## config.mk

```make
export PLATFORM = sky130hd
export DESIGN_NAME = bcd_to_bin_set
export DESIGN_NICKNAME = d
export VERILOG_FILES = /design/src/rtl/clock_pkg.sv /design/src/rtl/bcd2bin_serial.sv /design/src/rtl/bcd_to_bin_set.sv
export SDC_FILE = /design/constraint.sdc
export NUM_CORES = 1
export LEC_CHECK = 0
export ABC_AREA = 0
export CAP_MARGIN = 10
export CORE_MARGIN = 2
export CORE_UTILIZATION = 50
export DETAILED_ROUTE_END_ITERATION = 10
export GPL_ROUTABILITY_DRIVEN = 0
export PLACE_DENSITY = 0.68
export SYNTH_ARGS = -nofsm -noshare
export SYNTH_HDL_FRONTEND = slang
export SYNTH_HIERARCHICAL = 1
export SYNTH_SLANG_ARGS = --single-unit
```

## constraint.sdc

```tcl
create_clock -name clk -period 4.46 [get_ports clk]
set_input_delay 0.892 -clock clk [delete_from_list [all_inputs] [get_ports clk]]
set_output_delay 0.892 -clock clk [all_outputs]
set_load 0.05 [all_outputs]
```

## src/rtl/clock_pkg.sv

```systemverilog
// clock_pkg: constants and helpers shared by the time/date set path and the
// binary time/date counter.
//   - field widths for the binary counter fields
//   - field limits used by the range check
//   - conversion FSM state encoding
//   - days_in_month(): month length for a binary month and leap flag
package clock_pkg;

    localparam int SEC_W  = 6;
    localparam int MIN_W  = 6;
    localparam int HOUR_W = 5;
    localparam int DAY_W  = 5;
    localparam int MON_W  = 4;

    localparam int SEC_MAX  = 59;
    localparam int MIN_MAX  = 59;
    localparam int HOUR_MAX = 23;
    localparam int MON_MAX  = 12;

    typedef enum logic [1:0] {
        ST_IDLE  = 2'd0,
        ST_CONV  = 2'd1,
        ST_CHECK = 2'd2
    } conv_state_t;

    // Returns 0 for month values outside 1..12 so any day fails the check.
    function automatic logic [DAY_W-1:0] days_in_month(input logic [MON_W-1:0] month,
                                                        input logic leap);
        logic [DAY_W-1:0] d;
        case (month)
            4'd1, 4'd3, 4'd5, 4'd7, 4'd8, 4'd10, 4'd12: d = 5'd31;
            4'd4, 4'd6, 4'd9, 4'd11:                    d = 5'd30;
            4'd2:                                       d = leap ? 5'd29 : 5'd28;
            default:                                    d = 5'd0;
        endcase
        return d;
    endfunction

endpackage

```

## src/rtl/bcd2bin_serial.sv

```systemverilog
// bcd2bin_serial: serial reverse double-dabble BCD-to-binary engine.
// Ports:
//   clk, rst  - clock, synchronous active-high reset
//   load      - capture bcd_in and restart the conversion
//   bcd_in    - DIGITS packed BCD digits
//   bin_out   - binary result (valid once fin is high)
//   fin       - high after the last shift step, held until the next load
// The working register is {bcd, bin}; each step shifts it right by one and
// then subtracts 3 from every BCD nibble that became >= 8. After 4*DIGITS
// steps the BCD half is empty and the binary half holds the value.
module bcd2bin_serial #(
    parameter int DIGITS = 2
) (
    input  logic                  clk,
    input  logic                  rst,
    input  logic                  load,
    input  logic [4*DIGITS-1:0]   bcd_in,
    output logic [4*DIGITS-1:0]   bin_out,
    output logic                  fin
);
    localparam int W     = 4 * DIGITS;
    localparam int CNT_W = $clog2(W + 1);

    logic [2*W-1:0]   sr;
    logic [2*W-1:0]   nxt;
    logic [CNT_W-1:0] cnt;

    // Nibble >= 8 is exactly "top bit set".
    always_comb begin
        nxt = sr >> 1;
        for (int d = 0; d < DIGITS; d++) begin
            if (nxt[W + 4*d + 3])
                nxt[W + 4*d +: 4] = nxt[W + 4*d +: 4] - 4'd3;
        end
    end

    // cnt == W means idle/holding; reset parks it there so nothing shifts.
    always_ff @(posedge clk) begin
        if (rst) begin
            sr  <= '0;
            cnt <= CNT_W'(W);
            fin <= 1'b0;
        end else if (load) begin
            sr  <= {bcd_in, {W{1'b0}}};
            cnt <= '0;
            fin <= 1'b0;
        end else if (cnt != CNT_W'(W)) begin
            sr  <= nxt;
            cnt <= cnt + 1'b1;
            fin <= (cnt == CNT_W'(W - 1));
        end
    end

    assign bin_out = sr[W-1:0];

endmodule

```

## src/rtl/bcd_to_bin_set.sv

```systemverilog
// bcd_to_bin_set: converts user-entered BCD time/date digits to the binary
// counter format and range-checks them before they reach the counter load.
// Ports:
//   clk, rst           - clock, synchronous active-high reset
//   start              - conversion request, sampled only in IDLE
//   bcd_ss..bcd_mo     - two-digit BCD fields; bcd_yyyy four-digit BCD year
//   busy               - conversion in progress
//   done               - one-cycle pulse when the result is final
//   err                - last conversion rejected, held until next accepted start
//   sec_bin..year_bin  - binary outputs, only updated by an accepted result
// Handshake: start is a request that is taken only while busy is low; a start
// seen while busy is dropped (no queueing). Each accepted start produces
// exactly one done pulse 18 cycles later unless rst intervenes.
module bcd_to_bin_set
    import clock_pkg::*;
#(
    parameter int YEAR_W   = 12,
    parameter int YEAR_MAX = 4095
) (
    input  logic              clk,
    input  logic              rst,
    input  logic              start,
    input  logic [7:0]        bcd_ss,
    input  logic [7:0]        bcd_mm,
    input  logic [7:0]        bcd_hh,
    input  logic [7:0]        bcd_dd,
    input  logic [7:0]        bcd_mo,
    input  logic [15:0]       bcd_yyyy,
    output logic              busy,
    output logic              done,
    output logic              err,
    output logic [SEC_W-1:0]  sec_bin,
    output logic [MIN_W-1:0]  min_bin,
    output logic [HOUR_W-1:0] hour_bin,
    output logic [DAY_W-1:0]  day_bin,
    output logic [MON_W-1:0]  month_bin,
    output logic [YEAR_W-1:0] year_bin
);
    conv_state_t state;
    logic        load;
    logic [15:0] lat_yyyy;
    logic        bad_bcd;

    logic [7:0]  bin_ss, bin_mm, bin_hh, bin_dd, bin_mo;
    logic [15:0] bin_year;
    logic [5:0]  fins;
    logic        conv_fin;

    logic        leap;
    logic        mo_ok;
    logic [DAY_W-1:0] dim;
    logic        result_ok;

    function automatic logic has_bad_nibble(input logic [55:0] v);
        logic bad;
        bad = 1'b0;
        for (int i = 0; i < 14; i++)
            if (v[4*i +: 4] > 4'd9) bad = 1'b1;
        return bad;
    endfunction

    // Divisibility by 4 of a BCD pair: 10*t + u == 2*t[0] + u (mod 4).
    function automatic logic div4(input logic [7:0] pair);
        logic [2:0] s;
        s = {1'b0, pair[4], 1'b0} + {1'b0, pair[1:0]};
        return s[1:0] == 2'b00;
    endfunction

    // Engines capture the raw inputs on the same edge the FSM accepts start.
    assign load = (state == ST_IDLE) && start;

    bcd2bin_serial #(.DIGITS(2)) u_ss (.clk(clk), .rst(rst), .load(load), .bcd_in(bcd_ss),   .bin_out(bin_ss),   .fin(fins[0]));
    bcd2bin_serial #(.DIGITS(2)) u_mm (.clk(clk), .rst(rst), .load(load), .bcd_in(bcd_mm),   .bin_out(bin_mm),   .fin(fins[1]));
    bcd2bin_serial #(.DIGITS(2)) u_hh (.clk(clk), .rst(rst), .load(load), .bcd_in(bcd_hh),   .bin_out(bin_hh),   .fin(fins[2]));
    bcd2bin_serial #(.DIGITS(2)) u_dd (.clk(clk), .rst(rst), .load(load), .bcd_in(bcd_dd),   .bin_out(bin_dd),   .fin(fins[3]));
    bcd2bin_serial #(.DIGITS(2)) u_mo (.clk(clk), .rst(rst), .load(load), .bcd_in(bcd_mo),   .bin_out(bin_mo),   .fin(fins[4]));
    bcd2bin_serial #(.DIGITS(4)) u_yr (.clk(clk), .rst(rst), .load(load), .bcd_in(bcd_yyyy), .bin_out(bin_year), .fin(fins[5]));

    // The year engine is the slowest; the AND keeps all engines in step.
    assign conv_fin = &fins;

    // Year 00 suffix: century rule (divisible by 400) reduces to hi % 4.
    assign leap = (lat_yyyy[7:0] == 8'h00) ? div4(lat_yyyy[15:8]) : div4(lat_yyyy[7:0]);

    assign mo_ok = (bin_mo != 8'd0) && (int'(bin_mo) <= MON_MAX);
    assign dim   = days_in_month(mo_ok ? bin_mo[MON_W-1:0] : '0, leap);

    // Checked on full engine widths, before truncation to the port widths.
    assign result_ok = !bad_bcd
                    && (int'(bin_ss) <= SEC_MAX)
                    && (int'(bin_mm) <= MIN_MAX)
                    && (int'(bin_hh) <= HOUR_MAX)
                    && mo_ok
                    && (bin_dd != 8'd0)
                    && (bin_dd <= 8'(dim))
                    && (int'(bin_year) <= YEAR_MAX);

    always_ff @(posedge clk) begin
        if (rst) begin
            state     <= ST_IDLE;
            busy      <= 1'b0;
            done      <= 1'b0;
            err       <= 1'b0;
            lat_yyyy  <= '0;
            bad_bcd   <= 1'b0;
            sec_bin   <= '0;
            min_bin   <= '0;
            hour_bin  <= '0;
            day_bin   <= DAY_W'(1);
            month_bin <= MON_W'(1);
            year_bin  <= '0;
        end else begin
            done <= 1'b0;
            case (state)
                ST_IDLE: begin
                    if (start) begin
                        lat_yyyy <= bcd_yyyy;
                        bad_bcd  <= has_bad_nibble({bcd_ss, bcd_mm, bcd_hh, bcd_dd, bcd_mo, bcd_yyyy});
                        err      <= 1'b0;
                        busy     <= 1'b1;
                        state    <= ST_CONV;
                    end
                end
                ST_CONV: begin
                    if (conv_fin) state <= ST_CHECK;
                end
                ST_CHECK: begin
                    done  <= 1'b1;
                    busy  <= 1'b0;
                    state <= ST_IDLE;
                    if (result_ok) begin
                        sec_bin   <= bin_ss[SEC_W-1:0];
                        min_bin   <= bin_mm[MIN_W-1:0];
                        hour_bin  <= bin_hh[HOUR_W-1:0];
                        day_bin   <= bin_dd[DAY_W-1:0];
                        month_bin <= bin_mo[MON_W-1:0];
                        year_bin  <= bin_year[YEAR_W-1:0];
                    end else begin
                        err <= 1'b1;
                    end
                end
                default: state <= ST_IDLE;
            endcase
        end
    end

endmodule

```

==> impl_metrics.sql, run 1 <==
INSERT INTO impl_metrics (metric_group, metric, value, unit) VALUES
('status', 'run_status', 'finished, final reports clean', ''),
('synthesis', 'primary_flip_flop_cell_chosen_by_synthesis_mapping', 'sky130_fd_sc_hd__dfxtp_1', ''),
('floorplan', 'die_wd', '144.1', 'um'),
('pwr', 'p_clk_share', '39.5', '%'),
('synthesis', 'synth_sequential_area_ratio', '40.38', '%'),
('timing', 'fmax', '0.3051', 'GHz'),
('drt', 'antenna_violating_nets_post_route', '0', ''),
('cells_and_area', 'final_core_utilization', '56.75', '%'),
('floorplan', 'row_count', '51', ''),
('timing', 'timing.slew.headroom', '24.93', '%'),
('synthesis', 'ys_seq_elements', '198', ''),
('cells_and_area', 'area.growth.synth_to_final', '11.78', '%'),
('critical_path', 'critPathCaptureType', 'flop', ''),
('cts', 'post_cts_hold_buffer_count', '0', ''),
('placed_design', 'io_buffers', '99', ''),
('pwr', 'power_density', '376.3', 'nW/um^2'),
('timing', 'timing.final.setup_violations', '0', ''),
('global_route', 'sum_of_overflow_across_all_layers_after_global_routing', '0', ''),
('cts', 'worst_skew_late_latency', '0.44', 'ns'),
('min_path', 'worst_hold_path_type', 'reg -> reg', ''),
('global_route', 'grt_pass1_wl', '33280', 'um'),
('pwr', 'seq_power_share', '46.7', '%'),
('cts', 'cts_root_buf', 'sky130_fd_sc_hd__clkbuf_16', ''),
('timing', 'tightest_slew', '1.126', 'ns'),
('global_route', 'grt-busiest-layer', 'met2', ''),
('global_route', 'grt_pass1_vias', '6601', ''),
('drt', 'wl_per_cell', '14.65', 'um'),
('global_route', 'largest_net_degree_at_the_start_of_global_routing', '94', ''),
('cts', 'cts_tree', 'yes', ''),
('drt', 'drtIter0Drc', '399', ''),
('run', 'max_cap_viol_count', '0', ''),
('timing', 'finalCriticalPeriod', '3.278', 'ns'),
('pwr', 'ir_worst_vdd', '278.6', 'uV'),
('timing', 'post_route_skew', '0.009278', 'ns'),
('global_route', 'met1_layer_usage_reported_by_global_route', '27.96', '%'),
('drt', 'route.vias.total', '7281', ''),
('timing', 'rsz_0062_raised_after_global_routing', 'no', ''),
('pwr', 'switching_share', '26.33', '%'),
('critical_path', 'timing.setup.critical_path_class', 'reg -> reg', ''),
('cells_and_area', 'share_of_cells_above_drive_strength_1', '6.559', '%'),
('drt', 'drt_pre_antenna_iters', '5', ''),
('global_route', 'grtUsageMet3', '4.007', '%'),
('placed_design', 'dp_hpwl', '13510', 'um'),
('synthesis', 'synth.lib_cells_used.distinct', '56', ''),
('cts', 'tritoncts.num_buffers', '17', ''),
('global_route', 'grtUsageTotal', '20.09', '%'),
('critical_path', 'cpMaxStageDelayCell', 'sky130_fd_sc_hd__nor3_4', ''),
('global_route', 'gr-usage-met2', '32.11', '%'),
('timing', 'fin_worst_hold_slack', '0.4492', 'ns'),
('critical_path', 'timing.critical_path.cells', 'or4_1, o31ai_1, a21o_1, a31oi_1, ha_1, nand4_1, mux2i_1, a21oi_4, nor3_4, buf_12, mux2i_1', ''),
('floorplan', 'core', '19330', 'sq um'),
('timing', 'max_slew_vio_count', '0', ''),
('synthesis', 'async_flop_share', '0', '%'),
('pwr', 'switching_power', '0.001087', 'W'),
('cts', 'postCtsSetupRepairBufs', '0', ''),
('critical_path', 'worstPathRequired', '4.82', 'ns'),
('synthesis', 'ys_warn_count', '6', ''),
('cells_and_area', 'antennaDiodeCount', '0', ''),
('drt', 'postRouteWirelength', '20190', 'um'),
('floorplan', 'initial_standard_cell_utilization_of_the_core', '50.77', '%'),
('synthesis', 'synth_area', '9817', 'sq um'),
('pwr', 'combPwrFrac', '13.9', '%'),
('synthesis', 'post_synthesis_net_count', '1189', ''),
('critical_path', 'worst-path-max-fanout', '30', ''),
('cts', 'clkTransAtPathRegs', '0.07', 'ns'),
('pwr', 'internal-power', '0.003042', 'W'),
('critical_path', 'critical_path_arrival', '3.64', 'ns'),
('cts', 'htree_num_levels', '4', ''),
('global_route', 'number_of_antenna_violations_at_the_first_check_in_global_routing', '0', ''),
('cts', 'cts.sinks', '198', ''),
('timing', 'fin_tns_setup', '0', 'ns');
==> power by group through the flow <==
stage	clock network, W	logic, W	registers, W
floorplan	0	0.000476	0.00195
global placement	0	0.000566	0.00196
detailed placement	0	0.000573	0.00197
CTS	0.00166	0.000576	0.00193
global route	0.00174	0.000638	0.00194
finish	0.00163	0.000573	0.00193
==> per-layer routing <==
metal,routed length [um],vias up
met2,9395,135
met4,191,0
met3,767,19
li1,-,3731
met1,9839,3396
met5,0,-
==> cells by family after synthesis <==
| group | after synthesis | share of synthesized area (%) |
|---|---|---|
| AO/OA/AOI/OAI | 180 | 12.87 |
| adder cells (fa/ha/maj) | 26 | 3.314 |
| buffers and inverters | 157 | 9.992 |
| flip-flops | 198 | 40.38 |
| multiplexers | 42 | 4.282 |
| XOR/XNOR | 34 | 3.033 |
| AND/OR/NAND/NOR | 467 | 26.13 |
==> metrics by stage <==
stage	instance area (sq um)	worst slack (ns)	power (W)	std cells
finish	10970	1.182	0.004129	1378
global route	10970	0.9597	0.004312	1378
CTS	10970	1.166	0.004162	1378
detailed placement	10350	0.8858	0.002538	1346
global placement	10350	0.9293	0.002531	1346
floorplan	9817	1.789	0.002425	1104
==> critical path, delay by kind of cell (launching register included) <==
family / cells / cell delay (ns)
DFF: 1 / 0.31
buffers and inverters: 1 / 0.31
adders and majority gates: 1 / 0.28
AOI/OAI and AO/OA: 4 / 0.55
muxes: 2 / 0.46
and+or+nand+nor: 3 / 1.26
==> sequential cells by signal (all words and copies together), names as in the netlist, 2 cells and up <==
name,count
day_bin,5
hour_bin,5
lat_yyyy,11
min_bin,6
month_bin,4
sec_bin,6
state,2
u_dd/cnt,4
u_dd/sr,16
u_hh/cnt,4
u_hh/sr,16
u_mm/cnt,4
u_mm/sr,16
u_mo/cnt,4
u_mo/sr,16
u_ss/cnt,4
u_ss/sr,16
u_yr/cnt,5
u_yr/sr,32
year_bin,12
==> final cells by class <==
| class | count | area (sq um) |
|---|---|---|
| inverter | 29 | 111.4 |
| multi-input combinational | 749 | 4872 |
| fill | 1762 | 8362 |
| clock buffer | 20 | 446.7 |
| sequential | 198 | 3964 |
| tap | 265 | 331.6 |
| timing repair buffer | 105 | 1071 |
| clock inverter | 12 | 176.4 |
==> Yosys cell counts, drive strengths merged (14+ instances only) <==
master | n | area share, %
a2111oi | 20 | 2.5
a21oi | 92 | 4.8
buf | 108 | 8.1
clkbuf | 20 | 0.76
dfxtp | 198 | 40
ha | 26 | 3.3
inv | 29 | 1.1
mux2i | 42 | 4.3
nand2 | 191 | 7.3
nand2b | 80 | 5.1
nand3 | 14 | 0.76
nand3b | 24 | 2.5
nor2 | 29 | 1.1
nor2b | 24 | 1.5
nor3 | 44 | 2.4
o21ai | 15 | 0.76
o221ai | 16 | 1.4
or4b | 21 | 2.1
xnor2 | 19 | 1.7
xor2 | 15 | 1.3
==> path summary, 6_finish.rpt <==
| path | start | to | slack, ns | cells past startpoint |
|---|---|---|---|---|
| worst max-delay path | lat_yyyy[2] | sec_bin[4] | 1.18 | 11 |
| worst min-delay path | u_mo/sr[8] | u_mo/sr[7] | 0.45 | 2 |
| worst max register to register | lat_yyyy[2] | sec_bin[4] | 1.18 | 11 |
| worst min register to register | u_mo/sr[8] | u_mo/sr[7] | 0.45 | 2 |
==> cells in the final DEF, fill, tap and decap left out, types with 14 or more instances in the layout <==
cell,n
sky130_fd_sc_hd__nor3_1,43
sky130_fd_sc_hd__nand2b_1,80
sky130_fd_sc_hd__clkbuf_16,17
sky130_fd_sc_hd__mux2i_1,42
sky130_fd_sc_hd__xor2_1,15
sky130_fd_sc_hd__nand2_1,191
sky130_fd_sc_hd__xnor2_1,19
sky130_fd_sc_hd__ha_1,26
sky130_fd_sc_hd__dfxtp_1,198
sky130_fd_sc_hd__nand3b_1,19
sky130_fd_sc_hd__nor2b_1,24
sky130_fd_sc_hd__clkdlybuf4s50_1,98
sky130_fd_sc_hd__nor2_1,29
sky130_fd_sc_hd__or4b_1,21
sky130_fd_sc_hd__a21oi_1,91
sky130_fd_sc_hd__o21ai_0,14
sky130_fd_sc_hd__o221ai_1,16
sky130_fd_sc_hd__inv_1,28
(Power assumes the default switching activity.)
==> run 2, diff against run 1 <==
PLACE_DENSITY = 0.7   (was 0.68)
clock period = 3.01 ns   (was 4.46 ns; I/O delays follow)
==> impl_metrics.sql, run 2 (synthesis results as in run 1) <==
INSERT INTO impl_metrics (metric_group, metric, value, unit) VALUES
('critical_path', 'critPathCaptureType', 'flop', ''),
('drt', 'met3WireLength', '834', 'um'),
('critical_path', 'cp_top_delay_family', 'simple AND/OR/NAND/NOR gates', ''),
('placed_design', 'dp_hpwl', '13650', 'um'),
('drt', 'wl_per_cell', '14.74', 'um'),
('critical_path', 'critical_path.startpoint_type', 'flop', ''),
('global_route', 'sum_of_overflow_across_all_layers_after_global_routing', '0', ''),
('critical_path', 'cpMaxStageDelayCell', 'sky130_fd_sc_hd__or4_1', ''),
('cells_and_area', 'final_net_count', '1196', ''),
('timing', 'tightest_slew', '0.6987', 'ns'),
('cells_and_area', 'final_core_utilization', '57.32', '%'),
('cells_and_area', 'largest_register_ffs', '32', ''),
('drt', 'antenna_violating_nets_post_route', '0', ''),
('drt', 'wl_met1', '9872', 'um'),
('status', 'run_status', 'finished, final reports clean', ''),
('floorplan', 'core', '19330', 'sq um'),
('drt', 'drtIter0Drc', '373', ''),
('cells_and_area', 'final-seq-area', '3964', 'sq um'),
('timing', 'timing_hold_violations_final', '0', ''),
('global_route', 'grtUsageTotal', '19.90', '%'),
('floorplan', 'initial_standard_cell_utilization_of_the_core', '50.77', '%'),
('cells_and_area', 'layout_common_cells', 'sky130_fd_sc_hd__dfxtp_1 (198), sky130_fd_sc_hd__nand2_1 (191), sky130_fd_sc_hd__clkdlybuf4s50_1 (98)', ''),
('run', 'max_cap_viol_count', '0', ''),
('placed_design', 'dpl_cell_area', '10430', 'sq um'),
('pwr', 'ir_worst_vdd', '382.2', 'uV'),
('drt', 'route.detailed.drc', '0', ''),
('cts', 'clk_path_buf_depth', '2', ''),
('pwr', 'power.leakage', '3.809', 'nW'),
('timing', 'fmax', '0.3516', 'GHz'),
('global_route', 'grt_pass1_vias', '6643', ''),
('timing', 'post_route_skew', '0.008080', 'ns'),
('cells_and_area', 'area.growth.synth_to_final', '12.90', '%'),
('critical_path', 'critical_path.n_buffers_inverters', '2', ''),
('cts', 'cts_root_buf', 'sky130_fd_sc_hd__clkbuf_16', ''),
('pwr', 'power_density', '552.7', 'nW/um^2'),
('drt', 'postRouteWirelength', '20480', 'um'),
('timing', 'timing.final.setup_violations', '0', ''),
('cts', 'cts.sinks', '198', ''),
('cts', 'post_cts.resized_instances', '0', ''),
('floorplan', 'row_count', '51', ''),
('drt', 'route.vias.total', '7449', ''),
('cts', 'clkTransAtPathRegs', '0.07', 'ns'),
('cts', 'worst_skew_late_latency', '0.43', 'ns'),
('critical_path', 'crit_path_max_incr_delay', '0.53', 'ns'),
('floorplan', 'pin_count', '100', ''),
('cells_and_area', 'fill_cells', '1719', ''),
('cells_and_area', 'design_area', '11080', 'sq um'),
('timing', 'fin_worst_hold_slack', '0.4556', 'ns'),
('critical_path', 'worstPathRequired', '3.36', 'ns'),
('drt', 'route.met2.wl', '9492', 'um'),
('cells_and_area', 'largest-register', 'u_yr/sr', ''),
('critical_path', 'ff2ff_setup_slack', '0.17', 'ns'),
('timing', 'max_slew_vio_count', '0', ''),
('cts', 'postCtsSetupRepairBufs', '0', ''),
('cts', 'htree_num_levels', '4', ''),
('critical_path', 'timing.critical_path.cells', 'or4_1, o31ai_1, a21o_1, a31oi_1, ha_1, nand4_1, mux2i_1, a21oi_4, nor3_4, buf_4, clkbuf_16, mux2i_1', ''),
('critical_path', 'critical_path_arrival', '3.20', 'ns'),
('critical_path', 'worst-path-max-fanout', '15', ''),
('critical_path', 'path_common_cell', 'sky130_fd_sc_hd__mux2i_1', ''),
('cts', 'tritoncts.num_buffers', '17', ''),
('timing', 'finalCritPeriodShare', '94.50', '%'),
('drt', 'drt_pre_antenna_iters', '5', ''),
('timing', 'timing.slew.headroom', '53.42', '%'),
('drt', 'route.detailed.vias_per_inst', '5.363', ''),
('drt', 'top_signal_layer_used', 'met4', ''),
('cells_and_area', 'antennaDiodeCount', '0', ''),
('cts', 'cts_tree', 'yes', ''),
('floorplan', 'die_height', '144.1', 'um'),
('floorplan', 'floorplan.die_area', '20770', 'sq um'),
('placed_design', 'io_buffers', '99', ''),
('cts', 'post_cts_hold_buffer_count', '0', ''),
('global_route', 'grt_pass1_wl', '33290', 'um'),
('global_route', 'largest_net_degree_at_the_start_of_global_routing', '87', ''),
('global_route', 'number_of_antenna_violations_at_the_first_check_in_global_routing', '0', ''),
('cells_and_area', 'final_common_cell', 'sky130_fd_sc_hd__dfxtp_1', ''),
('critical_path', 'timing.setup.critical_path_class', 'reg -> reg', ''),
('min_path', 'worst_hold_path_type', 'reg -> reg', ''),
('cells_and_area', 'share_of_cells_above_drive_strength_1', '7.473', '%'),
('cells_and_area', 'multi_input_area', '4872', 'sq um'),
('floorplan', 'die_wd', '144.1', 'um'),
('timing', 'finalCriticalPeriod', '2.844', 'ns');
==> run 2: stage by stage <==
stage	setup TNS (ns)	total power, W	instances	setup WS [ns]
detailed placement	0	0.003777	1355	0.2092
finish	0	0.006126	1389	0.1657
global route	-0.006384	0.006412	1389	-0.003773
global placement	0	0.003763	1355	0.2617
floorplan	0	0.003594	1104	0.3868
CTS	0	0.006177	1387	0.1499
==> run 2: final cells by class <==
cell class,instances,share of cell area [%]
tap,265,2.992
timing repair buffer,116,10.68
clock inverter,12,1.569
multi-input combinational,749,43.96
clock buffer,20,4.030
inverter,29,1.005
sequential,198,35.76
==> run 2: power by group <==
| group | leakage [nW] | internal [W] | total (W) | switching, W |
|---|---|---|---|---|
| logic | 1.89 | 0.000362 | 0.000864 | 0.000502 |
| registers | 1.61 | 0.00274 | 0.00285 | 0.000109 |
| clock network | 0.305 | 0.00142 | 0.00241 | 0.000992 |
==> run 2: final timing paths <==
kind	startpoint	endpoint	cells past startpoint
setup / recovery	lat_yyyy[2]	month_bin[3]	12
hold reg to reg	lat_yyyy[6]	lat_yyyy[6]	2
setup reg to reg	lat_yyyy[2]	month_bin[3]	12
hold / removal	lat_yyyy[6]	lat_yyyy[6]	2
==> run 2: layer usage <==
layer	vias up	track usage, %
li1	3767	-
met1	3514	27.84
met2	145	31.53
met3	23	3.808
met4	0	5.315
met5	-	0
==> run 2: tightest hold or removal path: cells and delay by family (launching register included) <==
kind               cells  cell delay, ns
AOI/OAI and AO/OA      1            0.05
and+or+nand+nor        1            0.05
DFF                    1            0.31
==> run 3, diff against run 2 <==
CAP_MARGIN = default   (was 10)
HOLD_SLACK_MARGIN = 0.06   (was default)
PLACE_DENSITY = 0.71   (was 0.7)
SYNTH_HIERARCHICAL = default   (was 1)
==> impl_metrics.sql, run 3 <==
INSERT INTO impl_metrics (metric_group, metric, value, unit) VALUES
('floorplan', 'initial_standard_cell_utilization_of_the_core', '50.77', '%'),
('timing', 'timing_hold_violations_final', '0', ''),
('floorplan', 'die_wd', '135.8', 'um'),
('synthesis', 'post_synthesis_net_count', '1137', ''),
('pwr', 'power_density', '574.3', 'nW/um^2'),
('synthesis', 'primary_flip_flop_cell_chosen_by_synthesis_mapping', 'sky130_fd_sc_hd__dfxtp_1', ''),
('timing', 'max_slew_vio_count', '0', ''),
('critical_path', 'critical_path.startpoint_type', 'flop', ''),
('critical_path', 'worst-path-max-fanout', '7', ''),
('synthesis', 'postSynthAreaPerCell', '8.260', 'sq um'),
('critical_path', 'crit_path_max_incr_delay', '0.54', 'ns'),
('synthesis', 'async_flop_share', '0', '%'),
('cts', 'cts.sinks', '198', ''),
('floorplan', 'die_height', '135.8', 'um'),
('critical_path', 'timing.setup.critical_path_class', 'reg -> reg', ''),
('global_route', 'sum_of_overflow_across_all_layers_after_global_routing', '0', ''),
('placed_design', 'io_buffers', '99', ''),
('status', 'violations', 'negative setup slack', ''),
('cts', 'clk_path_buf_depth', '2', ''),
('critical_path', 'critPathCaptureType', 'flop', ''),
('cts', 'worst_skew_late_latency', '0.43', 'ns'),
('floorplan', 'pin_count', '100', ''),
('synthesis', 'netlist_top_cells_area', 'sky130_fd_sc_hd__dfxtp_1 (46%), sky130_fd_sc_hd__nand2_1 (10%), sky130_fd_sc_hd__a21oi_1 (7.0%)', ''),
('synthesis', 'ranking_of_synthesized_cells_by_instance_count', 'sky130_fd_sc_hd__nand2_1 (232), sky130_fd_sc_hd__dfxtp_1 (198), sky130_fd_sc_hd__a21oi_1 (122)', ''),
('global_route', 'grtUsageTotal', '21.86', '%'),
('min_path', 'worst_hold_path_type', 'reg -> reg', ''),
('critical_path', 'worstPathRequired', '3.33', 'ns'),
('critical_path', 'cpMaxStageDelayCell', 'sky130_fd_sc_hd__or4_4', ''),
('drt', 'antenna_violating_nets_post_route', '0', ''),
('pwr', 'ir_worst_vdd', '396.7', 'uV'),
('cells_and_area', 'final_common_cell', 'sky130_fd_sc_hd__nand2_1', ''),
('global_route', 'largest_net_degree_at_the_start_of_global_routing', '100', ''),
('timing', 'fin_tns_setup', '-0.2788', 'ns'),
('synthesis', 'netlist.top_cell.by_area', 'sky130_fd_sc_hd__dfxtp_1', ''),
('timing', 'rsz_0062_raised_after_global_routing', 'yes', ''),
('drt', 'postRouteWirelength', '19620', 'um'),
('status', 'run_status', 'finished, violations left', ''),
('cts', 'cts_root_buf', 'sky130_fd_sc_hd__clkbuf_16', ''),
('timing', 'fmax', '0.3278', 'GHz'),
('drt', 'route.vias.total', '7410', ''),
('critical_path', 'timing.critical_path.cells', 'or4_4, o31ai_4, a21oi_2, o311a_1, ha_1, nand2_1, o22a_1, a2111oi_4, buf_4, and2_4, buf_12, buf_16, o21ai_2', ''),
('cells_and_area', 'share_of_cells_above_drive_strength_1', '7.244', '%'),
('critical_path', 'cp_top_delay_family', 'compound AO/OA/AOI/OAI gates', ''),
('cells_and_area', 'area.growth.synth_to_final', '22.61', '%'),
('synthesis', 'synth_top_area_share', '45.62', '%'),
('global_route', 'number_of_antenna_violations_at_the_first_check_in_global_routing', '0', ''),
('pwr', 'power.leakage', '3.716', 'nW'),
('cts', 'clkTransAtPathRegs', '0.07', 'ns'),
('synthesis', 'yosysMostFrequentCell', 'sky130_fd_sc_hd__nand2_1', ''),
('timing', 'timing.slew.headroom', '46.72', '%'),
('synthesis', 'synth_cells', '1052', ''),
('floorplan', 'row_count', '48', ''),
('cells_and_area', 'layout_common_cells', 'sky130_fd_sc_hd__nand2_1 (231), sky130_fd_sc_hd__dfxtp_1 (197), sky130_fd_sc_hd__a21oi_1 (121)', ''),
('drt', 'drt_pre_antenna_iters', '5', ''),
('timing', 'fin_worst_hold_slack', '0.4568', 'ns'),
('cells_and_area', 'largest-register', 'u_yr.sr', ''),
('critical_path', 'ff2ff_setup_slack', '-0.04', 'ns'),
('timing', 'timing.final.setup_violations', '11', ''),
('timing', 'finalWorstSetupSlack', '-0.04103', 'ns'),
('cts', 'htree_num_levels', '4', ''),
('synthesis', 'synth_area', '8690', 'sq um'),
('floorplan', 'floorplan.die_area', '18450', 'sq um'),
('drt', 'drtIter0Drc', '429', ''),
('placed_design', 'dp_hpwl', '13050', 'um'),
('global_route', 'grt_pass1_vias', '6685', ''),
('cts', 'tritoncts.num_buffers', '17', ''),
('drt', 'route.detailed.drc', '0', ''),
('cells_and_area', 'fill_cells', '1522', ''),
('timing', 'finalCriticalPeriod', '3.051', 'ns'),
('timing', 'finalCritPeriodShare', '101.4', '%'),
('global_route', 'grt_pass1_wl', '32830', 'um'),
('drt', 'wl_per_cell', '14.46', 'um'),
('cells_and_area', 'final_net_count', '1204', ''),
('critical_path', 'critical_path_arrival', '3.37', 'ns'),
('cells_and_area', 'antennaDiodeCount', '0', ''),
('synthesis', 'ys_seq_elements', '198', ''),
('synthesis', 'synth.lib_cells_used.distinct', '52', ''),
('synthesis', 'synth_sequential_area_ratio', '45.62', '%'),
('synthesis', 'ys_warn_count', '0', ''),
('timing', 'post_route_skew', '0.007259', 'ns'),
('cells_and_area', 'largest_register_ffs', '32', ''),
('cts', 'cts_tree', 'yes', ''),
('run', 'max_cap_viol_count', '0', ''),
('timing', 'tightest_slew', '0.7968', 'ns'),
('critical_path', 'critical_path.n_buffers_inverters', '3', ''),
('synthesis', 'synth_edf_count', '0', ''),
('floorplan', 'core', '17120', 'sq um'),
('drt', 'route.detailed.vias_per_inst', '5.461', '');
-- run 3: cell count changes in the layout (fill, tap and decap cells not counted), moves of 21 or more --
cell / change
sky130_fd_sc_hd__nand2b_1: -43
sky130_fd_sc_hd__nor2_1: +41
sky130_fd_sc_hd__nand2_1: +40
sky130_fd_sc_hd__nand4b_1: +36
sky130_fd_sc_hd__mux2i_1: -32
sky130_fd_sc_hd__a21oi_1: +30
sky130_fd_sc_hd__nor3_1: -23
sky130_fd_sc_hd__or4b_1: -21
-- run 3: what timing repair did --
action                     4_1_cts  5_1_grt
hold buffers                     0        0
setup endpoints to repair       39       39
buffers inserted                 4        0
cloned                           2        0
pin swaps                       15        4
resized for setup               16       12
-- run 3: worst paths after layout --
kind | startpoint | endpoint | depth (start not counted)
worst max-delay path | lat_yyyy[3] | min_bin[3] | 13
worst min-delay path | lat_yyyy[0] | lat_yyyy[0] | 2
worst max register to register | lat_yyyy[3] | min_bin[3] | 13
worst min register to register | lat_yyyy[0] | lat_yyyy[0] | 2
-- run 3: routing by layer --
metal / vias to the layer above / routed length (um) / track usage (%)
met5: - / 0 / 0
met4: 0 / 218 / 6.134
met3: 16 / 864 / 3.617
met2: 182 / 8794 / 33.59
met1: 3450 / 9741 / 31.77
li1: 3762 / - / -
-- run 3: cell type report --
class | instances | area, sq um | share of cell area, %
tap | 225 | 281.5 | 2.642
timing repair buffer | 122 | 1289 | 12.10
clock buffer | 20 | 466.7 | 4.380
multi-input combinational | 764 | 4418 | 41.47
clock inverter | 12 | 173.9 | 1.632
inverter | 16 | 60.06 | 0.5637
sequential | 198 | 3965 | 37.22
-- run 3: metrics by stage --
stage	std cells	cell area [sq um]	setup slack, ns	total power, W	utilization, %
after floorplan	1052	8690	0.05092	0.003459	-
after global placement	1321	9879	-0.1383	0.003703	57.72
after detailed placement	1321	9879	-0.1008	0.003717	57.72
after CTS	1359	10660	-0.03633	0.006143	62.25
after global routing	1357	10650	-0.1222	0.006382	62.24
final	1357	10650	-0.04103	0.006118	62.24
-- run 3: cell families (layout without fill, tap and decap cells) --
family	count (synthesis)	in the layout	synth area share [%]
simple gates	457	457	25.44
compound gates	237	237	16.34
buf+inv	90	170	4.276
flops	198	198	45.62
mux	10	10	1.152
xor+xnor	34	34	3.427
fa+ha+maj	26	26	3.744
-- run 3: report_power, final --
part           internal (W)  total, W  leakage, nW  switching, W
logic              0.000340  0.000837         1.80      0.000496
registers           0.00274   0.00284         1.61      0.000101
clock network       0.00146   0.00245        0.304      0.000988
total               0.00453   0.00612         3.72       0.00159
-- run 3: tightest hold or removal path: stages, from the launching register on --
cell                      delay (ns)
sky130_fd_sc_hd__dfxtp_1        0.31
sky130_fd_sc_hd__nand2_1        0.05
sky130_fd_sc_hd__a21oi_1        0.05
